### src/rtl/spike_fanout_scheduler.sv
// ---------------------------------------------------------------------------
// spike_fanout_scheduler
//
// Purpose:
//   Queues incoming spike events (source neuron tags) in a small FIFO and,
//   for each queued source, scans its row of the efferent weight matrix
//   across every destination tag. One synaptic event (dst_tag, weight) is
//   emitted per nonzero weight through a registered valid/ready output
//   stage; zero weights are skipped without costing an output slot.
//   A separate load mode walks the matrix in raster order and drives the
//   matrix write port from a valid/ready weight stream.
//
// Ports:
//   clk, rst                  clock, synchronous active-high reset
//   spike_valid/_tag/_ready   spike event input (ready = queue not full)
//   load_start                pulse in IDLE to begin a full-matrix load
//   load_valid/_weight/_ready load weight stream (ready while loading)
//   load_done                 one-cycle pulse after the final load write
//   src_tag, dst_tag          matrix row / column select
//   write_en, weight_in       matrix write strobe / data
//   weight_out                matrix read data (combinational on the selects)
//   syn_valid/_ready          synaptic event handshake (registered output)
//   syn_dst, syn_weight       synaptic event payload (registered)
//   busy                      scanning/loading, queue non-empty or event pending
// ---------------------------------------------------------------------------
module spike_fanout_scheduler #(
    parameter int numwidth   = 16,
    parameter int tagbits    = 1,
    parameter int numneurons = 2,
    parameter int fifodepth  = 4
) (
    input  logic                clk,
    input  logic                rst,
    input  logic                spike_valid,
    input  logic [tagbits-1:0]  spike_tag,
    output logic                spike_ready,
    input  logic                load_start,
    input  logic                load_valid,
    input  logic [numwidth:0]   load_weight,
    output logic                load_ready,
    output logic                load_done,
    output logic [tagbits-1:0]  src_tag,
    output logic [tagbits-1:0]  dst_tag,
    output logic                write_en,
    output logic [numwidth:0]   weight_in,
    input  logic [numwidth:0]   weight_out,
    output logic                syn_valid,
    input  logic                syn_ready,
    output logic [tagbits-1:0]  syn_dst,
    output logic [numwidth:0]   syn_weight,
    output logic                busy
);

    localparam int ptrbits = (fifodepth > 1) ? $clog2(fifodepth) : 1;

    localparam logic [tagbits-1:0] last_tag = tagbits'(numneurons - 1);
    localparam logic [tagbits-1:0] tag_one  = tagbits'(1);
    localparam logic [ptrbits-1:0] ptr_one  = ptrbits'(1);
    localparam logic [ptrbits:0]   cnt_one  = (ptrbits + 1)'(1);
    localparam logic [ptrbits:0]   cnt_full = (ptrbits + 1)'(fifodepth);

    typedef enum logic [1:0] {
        IDLE = 2'd0,
        SCAN = 2'd1,
        LOAD = 2'd2
    } state_t;

    state_t state_reg, state_next;

    // Spike queue
    logic [tagbits-1:0] fifo_mem [fifodepth];
    logic [ptrbits-1:0] wr_ptr_reg;
    logic [ptrbits-1:0] rd_ptr_reg;
    logic [ptrbits:0]   count_reg;
    logic               fifo_full;
    logic               fifo_empty;
    logic               push;
    logic               pop;
    logic [tagbits-1:0] head;

    // Row / column counters (row only used by load; scan row is the queue head)
    logic [tagbits-1:0] row_reg, row_next;
    logic [tagbits-1:0] col_reg, col_next;

    // Output event register
    logic               syn_valid_reg, syn_valid_next;
    logic [tagbits-1:0] syn_dst_reg, syn_dst_next;
    logic [numwidth:0]  syn_weight_reg, syn_weight_next;
    logic               load_done_reg, load_done_next;

    logic               weight_zero;
    logic               out_free;

    assign fifo_full   = (count_reg == cnt_full);
    assign fifo_empty  = (count_reg == '0);
    assign push        = spike_valid && !fifo_full;
    assign head        = fifo_mem[rd_ptr_reg];
    assign spike_ready = !fifo_full;

    // Queue storage needs no reset: emptiness is tracked by the count alone.
    always_ff @(posedge clk) begin
        if (push) begin
            fifo_mem[wr_ptr_reg] <= spike_tag;
        end
    end

    always_ff @(posedge clk) begin
        if (rst) begin
            wr_ptr_reg <= '0;
            rd_ptr_reg <= '0;
            count_reg  <= '0;
        end else begin
            if (push) begin
                wr_ptr_reg <= wr_ptr_reg + ptr_one;
            end
            if (pop) begin
                rd_ptr_reg <= rd_ptr_reg + ptr_one;
            end
            // push is gated by !full, so a pop in the same cycle never
            // makes room for that push.
            unique case ({push, pop})
                2'b10:   count_reg <= count_reg + cnt_one;
                2'b01:   count_reg <= count_reg - cnt_one;
                default: count_reg <= count_reg;
            endcase
        end
    end

    always_ff @(posedge clk) begin
        if (rst) begin
            state_reg      <= IDLE;
            row_reg        <= '0;
            col_reg        <= '0;
            syn_valid_reg  <= 1'b0;
            syn_dst_reg    <= '0;
            syn_weight_reg <= '0;
            load_done_reg  <= 1'b0;
        end else begin
            state_reg      <= state_next;
            row_reg        <= row_next;
            col_reg        <= col_next;
            syn_valid_reg  <= syn_valid_next;
            syn_dst_reg    <= syn_dst_next;
            syn_weight_reg <= syn_weight_next;
            load_done_reg  <= load_done_next;
        end
    end

    always_comb begin
        state_next      = state_reg;
        row_next        = row_reg;
        col_next        = col_reg;
        syn_valid_next  = syn_valid_reg;
        syn_dst_next    = syn_dst_reg;
        syn_weight_next = syn_weight_reg;
        load_done_next  = 1'b0;
        pop             = 1'b0;
        src_tag         = '0;
        dst_tag         = '0;
        write_en        = 1'b0;
        weight_in       = '0;
        load_ready      = 1'b0;
        weight_zero     = (weight_out == '0);
        out_free        = !syn_valid_reg || syn_ready;

        // Pending event consumed; a capture below in the same cycle overrides.
        if (syn_valid_reg && syn_ready) begin
            syn_valid_next = 1'b0;
        end

        unique case (state_reg)
            IDLE: begin
                if (load_start) begin
                    state_next = LOAD;
                    row_next   = '0;
                    col_next   = '0;
                end else if (!fifo_empty) begin
                    state_next = SCAN;
                    col_next   = '0;
                end
            end

            SCAN: begin
                src_tag = head;
                dst_tag = col_reg;
                // Zero weights always advance; nonzero ones wait for a free
                // output register so nothing is overwritten while held.
                if (weight_zero || out_free) begin
                    if (!weight_zero) begin
                        syn_valid_next  = 1'b1;
                        syn_dst_next    = col_reg;
                        syn_weight_next = weight_out;
                    end
                    if (col_reg == last_tag) begin
                        pop      = 1'b1;
                        col_next = '0;
                        // Another spike already queued: start its row next
                        // cycle without returning through IDLE.
                        if (count_reg > cnt_one) begin
                            state_next = SCAN;
                        end else begin
                            state_next = IDLE;
                        end
                    end else begin
                        col_next = col_reg + tag_one;
                    end
                end
            end

            LOAD: begin
                load_ready = 1'b1;
                src_tag    = row_reg;
                dst_tag    = col_reg;
                weight_in  = load_weight;
                write_en   = load_valid;
                if (load_valid) begin
                    if (col_reg == last_tag) begin
                        col_next = '0;
                        if (row_reg == last_tag) begin
                            row_next       = '0;
                            state_next     = IDLE;
                            load_done_next = 1'b1;
                        end else begin
                            row_next = row_reg + tag_one;
                        end
                    end else begin
                        col_next = col_reg + tag_one;
                    end
                end
            end

            default: begin
                state_next = IDLE;
            end
        endcase
    end

    assign syn_valid  = syn_valid_reg;
    assign syn_dst    = syn_dst_reg;
    assign syn_weight = syn_weight_reg;
    assign load_done  = load_done_reg;
    assign busy       = (state_reg != IDLE) || !fifo_empty || syn_valid_reg;

endmodule
### config.mk
export PLATFORM = sky130hd
export DESIGN_NAME = spike_fanout_scheduler
export DESIGN_NICKNAME = d
export VERILOG_FILES = /design/src/rtl/spike_fanout_scheduler.sv
export SDC_FILE = /design/constraint.sdc
export NUM_CORES = 1
export LEC_CHECK = 0
export BUFFER_PORTS_ARGS = -buffer_cell sky130_fd_sc_hd__buf_2
export CORE_MARGIN = 3
export CORE_UTILIZATION = 23
export CTS_BUF_LIST = sky130_fd_sc_hd__clkbuf_16
export DETAILED_ROUTE_END_ITERATION = 16
export HOLD_SLACK_MARGIN = 0.03
export SYNTH_ARGS = -nofsm -noshare
export SYNTH_HDL_FRONTEND = slang
export SYNTH_SLANG_ARGS = --single-unit
### constraint.sdc
create_clock -name clk -period 2.02 [get_ports clk]
set_input_delay 0.202 -clock clk [delete_from_list [all_inputs] [get_ports clk]]
set_output_delay 0.202 -clock clk [all_outputs]
set_load 0.03 [all_outputs]
==> results_dict.tcl, run 1 <==
set metrics [dict create \
    fmax_mhz 532 \
    worstHoldStart "spike_tag" \
    viasPerCell 4.27 \
    place.gp.congestion 0.804 \
    hold_violations 0 \
    slowest_stage "or3_1" \
    drtIter0Drc 53 \
    reg2reg_setup_slack_ns 0.15 \
    cp_max_fo 2 \
    synthFlopType "dfxtp_1" \
    whs_path_depth 1 \
    yosysWarnings 0 \
    min_path_type "input pin to register" \
    r2r_cells 9 \
    cts_root_buffer "clkbuf_16" \
    synth_most_common_cell "dfxtp_1" \
    dp_hpwl_um 3670 \
    place_inst 392 \
    vdd_ir_drop_max_mv 0.691 \
    relSlewSlack_pct 76.4 \
    start_util_pct 23.9 \
    async_reset_ff_share_pct 0 \
    diodes 0 \
    whs_ns 0.136 \
    synth-edff-count 4 \
    cts_made_buffers 5 \
    clk_latency_ns 0.28 \
    clockBufferDepth 2 \
    synth_seq_area_share_pct 42.1 \
    arrival_ns 2.09 \
    fin_ws_ns 0.140 \
    final_cells 400 \
    endpoint_kind "register" \
    grt_pass1_vias 1541 \
    status "finished clean" \
    finalCritPeriodShare_pct 93.0 \
    slowest_delay_ns 0.42 \
    r2r-end "count_reg[2]" \
    synth_common_cells "33 x dfxtp_1, 30 x nor2_1, 20 x and2_1" \
    syn2layout_area_growth_pct 46.5 \
    largest_reg_flops 17 \
    yosysUniqueCellTypes 36 \
    clkSinkCount 37 \
    rows 32 \
    synth_area_leader_cell "dfxtp_1" \
    fin_nets 350 \
    post_cts_resized 0 \
    fin_skew_ns 0.00308 \
    wl_per_cell_um 11.1 \
    synth_area_sq_mm 0.00186 \
    coreArea_sq_mm 0.00777 \
    synth_seq_cells 37 \
    die_area_sq_mm 0.00918 \
    synth_nets 250 \
    drive_above_1_share_pct 40.6 \
    avgSynthCellArea_sq_um 9.42 \
    crit_type "input pin to register" \
    hold_buffers 0 \
    synthDominantCellAreaShare_pct 35.6 \
    cp_top_family "simple AND/OR/NAND/NOR gates" \
    max_cap_viol_count 0 \
    timing.final.max_slew_violations 0 \
    period_needed_ns 1.88 \
    overflow 0 \
    yosys-top-cells-area "dfxtp_1 36%, mux2i_1 10%, ha_1 8.1%, and2_1 6.7%, edfxtp_1 6.5%" \
    io_pins 84 \
    required_ns 2.23 \
    antenna_found_initial 0 \
    htreeDepth 2 \
    startpoint_type "input pin" \
    pre_cts_slack_ns -0.272 \
    die_x_um 95.8 \
    grt_usage_pct 9.69 \
    min_delay_worst_endpoint "fifo_mem[0]" \
    antenna_left 0 \
    grt_max_degree 22 \
    first_pass_iters 4 \
    worst-path-buf-inv 1 \
    wirelength_um 4440 \
    rsz0062_at_grt "no" \
    power.leakage_nw 1.27 \
    fp.dieH_um 95.8 \
    vias 1707 \
    path_cells "buf_2 -> or3_1 -> nor4_4 -> nand2_2 -> a21oi_4 -> ha_4 -> mux2i_1 -> or3_1 -> a21oi_1" \
    crit_top_cell "or3_1" \
    grt_pass1_wl_um 6870 \
    r2r_start "count_reg[1]" \
    portBuffers 83 \
    tritoncts "yes" \
    setup_viol_count_final 0 \
    fillers 842 \
    synthCells 197 \
    drc 0 \
    clk_pin_slew_ns 0.06 \
    worstMarginPinSlew_ns 0.353 \
    powerDensity_mw_per_mm2 1200 \
]
-- routing by layer --
layer / wire length, um / vias up / global-route usage [%]
met4: 50 / 0 / 3.20
met3: 450 / 4 / 2.97
met5: 0 / - / 0
li1: - / 871 / -
met1: 1950 / 764 / 12.0
met2: 1990 / 68 / 16.0
-- power breakdown --
part	internal [W]	total, W	switching, W
combinational	0.000595	0.00147	0.000878
clock	0.000579	0.000869	0.000290
sequential	0.000858	0.000926	0.0000677
total	0.00203	0.00327	0.00124
-- final cells by class --
| type | count | area (sq um) | area share (%) |
|---|---|---|---|
| sequential | 37 | 781 | 28.7 |
| clock inverter | 3 | 42.5 | 1.57 |
| multi-input combinational | 144 | 1040 | 38.1 |
| timing repair buffer | 101 | 576 | 21.2 |
| clock buffer | 5 | 125 | 4.60 |
| tap | 102 | 128 | 4.70 |
| inverter | 8 | 30.0 | 1.10 |
-- layout by cell type, fill, tap and decap left out, types with 2 or more instances in the layout --
| master | netlist | layout |
|---|---|---|
| buf_2 | 1 | 83 |
| dfxtp_1 | 33 | 33 |
| nor2_1 | 30 | 30 |
| and2_1 | 20 | 20 |
| mux2i_1 | 19 | 19 |
| buf_4 | 1 | 16 |
| ha_1 | 12 | 11 |
| inv_1 | 8 | 9 |
| a21oi_1 | 10 | 9 |
| nand2_1 | 9 | 8 |
| o21ai_0 | 6 | 6 |
| nor2b_1 | 5 | 5 |
| clkbuf_16 | 0 | 5 |
| and3_1 | 4 | 4 |
| edfxtp_1 | 4 | 4 |
| or3_1 | 3 | 3 |
| mux2_2 | 3 | 3 |
| or4_1 | 2 | 2 |
| a21oi_2 | 2 | 2 |
| or3_2 | 2 | 2 |
| nor3_1 | 2 | 2 |
| xor2_1 | 2 | 2 |
| buf_12 | 0 | 2 |
-- how the worst max path moves through the flow --
| stage | from | endpoint | cells after the start |
|---|---|---|---|
| after floorplan | weight_out[11] | count_reg[2] | 8 |
| after global placement | weight_out[11] | count_reg[2] | 9 |
| after detailed placement | weight_out[11] | count_reg[2] | 9 |
| after CTS | weight_out[11] | count_reg[2] | 9 |
| after global routing | count_reg[1] | count_reg[2] | 9 |
| final | weight_out[5] | count_reg[2] | 9 |
-- timing repair --
item | 4_1_cts | 5_1_grt
hold endpoints to repair | 0 | 0
setup endpoints to repair | 0 | 2
setup buffers | 0 | 0
-- per-stage QoR --
step	area (sq um)	setup TNS (ns)	power, W	utilization (%)
2_1_floorplan	1880	-0.133	0.00196	-
3_3_place_gp	2550	-0.952	0.00241	32.8
3_5_place_dp	2550	-1.18	0.00243	32.8
4_1_cts	2720	0	0.00332	35.0
5_1_grt	2720	0	0.00351	35.0
6_report	2720	0	0.00327	35.0
-- logic make-up (layout without fill, tap and decap cells) --
logic type	Yosys count	after routing	share of synthesized area, %
and+or+nand+nor	82	82	23.7
DFF	37	37	42.1
AOI/OAI and AO/OA	24	24	7.89
muxes	23	23	13.3
buffers and inverters	16	117	3.51
adders and majority gates	12	12	8.09
xor gates and xnor gates	3	3	1.42
(Power assumes the default switching activity.)
==> run 2, diff against run 1 <==
--- a/config.mk
+++ b/config.mk
@@ -6,6 +6,7 @@
 export NUM_CORES = 1
 export LEC_CHECK = 0
 export BUFFER_PORTS_ARGS = -buffer_cell sky130_fd_sc_hd__buf_2
+export CORE_ASPECT_RATIO = 1.5
 export CORE_MARGIN = 3
 export CORE_UTILIZATION = 23
 export CTS_BUF_LIST = sky130_fd_sc_hd__clkbuf_16
==> run 2 against run 1 <==
  * Fmax is 1.9% lower
  * Combinational power about the same
  * Sequential share of layout area rose by 0.54 points
  * Register-to-register slack improved by 0.03 ns
  * Largest cell class unchanged
==> results_dict.tcl, run 2 (synthesis results as in run 1) <==
set metrics [dict create \
    overflow 0 \
    tritoncts "yes" \
    fin_nets 348 \
    diodes 0 \
    hold_violations 0 \
    antenna_left 0 \
    first_pass_iters 4 \
    htreeDepth 2 \
    startpoint_type "input pin" \
    drive_above_1_share_pct 40.5 \
    finalCritPeriodShare_pct 94.9 \
    rsz0062_at_grt "no" \
    p_seq_share_pct 29.9 \
    fin_skew_ns 0.00361 \
    fp.dieH_um 116 \
    status "finished clean" \
    grt_usage_pct 10.3 \
    drc 0 \
    antenna_found_initial 0 \
    power_frac_clock_pct 23.6 \
    grt_max_degree 27 \
    drtIter0Drc 51 \
    clkSinkCount 37 \
    dp_hpwl_um 3680 \
    wirelength_um 4620 \
    timing.final.max_slew_violations 0 \
    grt_pass1_vias 1617 \
    cts_root_buffer "clkbuf_16" \
    p_int_w 0.00187 \
    min_path_type "input pin to register" \
    vias 1743 \
    start_util_pct 24.1 \
    combPwrFrac_pct 46.5 \
    arrival_ns 2.13 \
    clockBufferDepth 2 \
    period_needed_ns 1.92 \
    clk_latency_ns 0.28 \
    io_pins 84 \
    postCtsSetupBuffers 0 \
    fin_util_pct 34.6 \
    crit_type "input pin to register" \
    place.gp.congestion 0.734 \
    syn2layout_area_growth_pct 43.8 \
    clk_pin_slew_ns 0.06 \
    powerDensity_mw_per_mm2 1170 \
    p_sw_w 0.00125 \
    cp_max_fo 2 \
    finish.instance_area_sq_mm 0.00267 \
    setup_viol_count_final 0 \
    portBuffers 83 \
    rows 39 \
    mostFrequentLayoutCell "buf_2" \
    worstHoldStart "spike_tag" \
    r2r_start "state_reg[0]" \
    die_x_um 79.3 \
    grt_pass1_wl_um 7360 \
    cts_made_buffers 5 \
    max_cap_viol_count 0 \
    die_area_sq_mm 0.00920 \
    final_cell_mix "83 x buf_2, 33 x dfxtp_1, 30 x nor2_1, 20 x and2_1, 19 x mux2i_1" \
    largest_reg_flops 17 \
    worstMarginPinSlew_ns 0.335 \
    required_ns 2.23 \
    relSlewSlack_pct 77.5 \
    fmax_mhz 522 \
    placed_area_sq_mm 0.00252 \
    endpoint_kind "register" \
    timing.critical_path.from "weight_out[11]" \
    vdd_ir_drop_max_mv 0.546 \
    viasPerCell 4.38 \
    coreArea_sq_mm 0.00771 \
    reg2reg_setup_slack_ns 0.18 \
    wl_per_cell_um 11.6 \
    switching_share_pct 40.0 \
    power.leakage_nw 1.25 \
]
-- run 2: changes by cell type in the layout (fill, tap and decap cells not counted) --
cell,delta
clkinv_2,+2
buf_12,-1
buf_4,-1
bufinv_16,-1
clkinv_4,-1
o221ai_1,-1
o221ai_2,+1
-- run 2: timing repair --
action,CTS,global route
hold buffers,0,0
endpoints found under the hold margin,0,0
gates resized for setup,0,1
endpoints found under the setup margin,0,2
-- run 2: metrics by stage --
step / total power, W / hold WS (ns) / worst slack, ns / cells / TNS, ns
detailed placement: 0.00240 / 0.430 / -0.246 / 390 / -0.982
global placement: 0.00237 / 0.424 / -0.190 / 390 / -0.623
floorplan: 0.00196 / 0.301 / -0.133 / 197 / -0.133
CTS: 0.00315 / 0.140 / 0.0454 / 398 / 0
finish: 0.00312 / 0.144 / 0.104 / 398 / 0
global route: 0.00335 / 0.141 / 0.0293 / 398 / 0
-- run 2: power by group through the flow --
| stage | Clock, W | Combinational [W] | Sequential [W] |
|---|---|---|---|
| after detailed placement | 0 | 0.00145 | 0.000950 |
| after global placement | 0 | 0.00142 | 0.000946 |
| final | 0.000737 | 0.00145 | 0.000935 |
| after global routing | 0.000806 | 0.00159 | 0.000954 |
| after CTS | 0.000765 | 0.00145 | 0.000936 |
| after floorplan | 0 | 0.000894 | 0.00107 |
-- run 2: routing by layer --
metal / part of all wire [%] / up-vias / track usage (%)
li1: - / 866 / -
met1: 39 / 798 / 10.7
met2: 52 / 71 / 19.0
met3: 8.0 / 8 / 2.80
met4: 1.7 / 0 / 4.47
met5: 0 / - / 0
-- run 2: critical path, cell delays in order --
cell and delay, ns:
buf_2 0.10, or4_4 0.54, nor4_4 0.27, nand2_2 0.11, a21oi_4 0.17, ha_4 0.16, mux2i_1 0.08, or3_1 0.38
a21oi_1 0.12
-- run 2: cell type report --
| cell class | instances | area (sq um) |
|---|---|---|
| clock inverter | 3 | 13.8 |
| tap | 102 | 128 |
| multi-input combinational | 144 | 1040 |
| inverter | 8 | 30.0 |
| clock buffer | 5 | 125 |
| sequential | 37 | 781 |
| timing repair buffer | 99 | 548 |
| fill | 816 | 5040 |
-- run 2: worst paths after layout --
path	endpoint	depth (start not counted)
max	count_reg[2]	9
min	fifo_mem[2]	1
max reg2reg	state_reg[1]	7
min reg2reg	syn_weight[6]	2
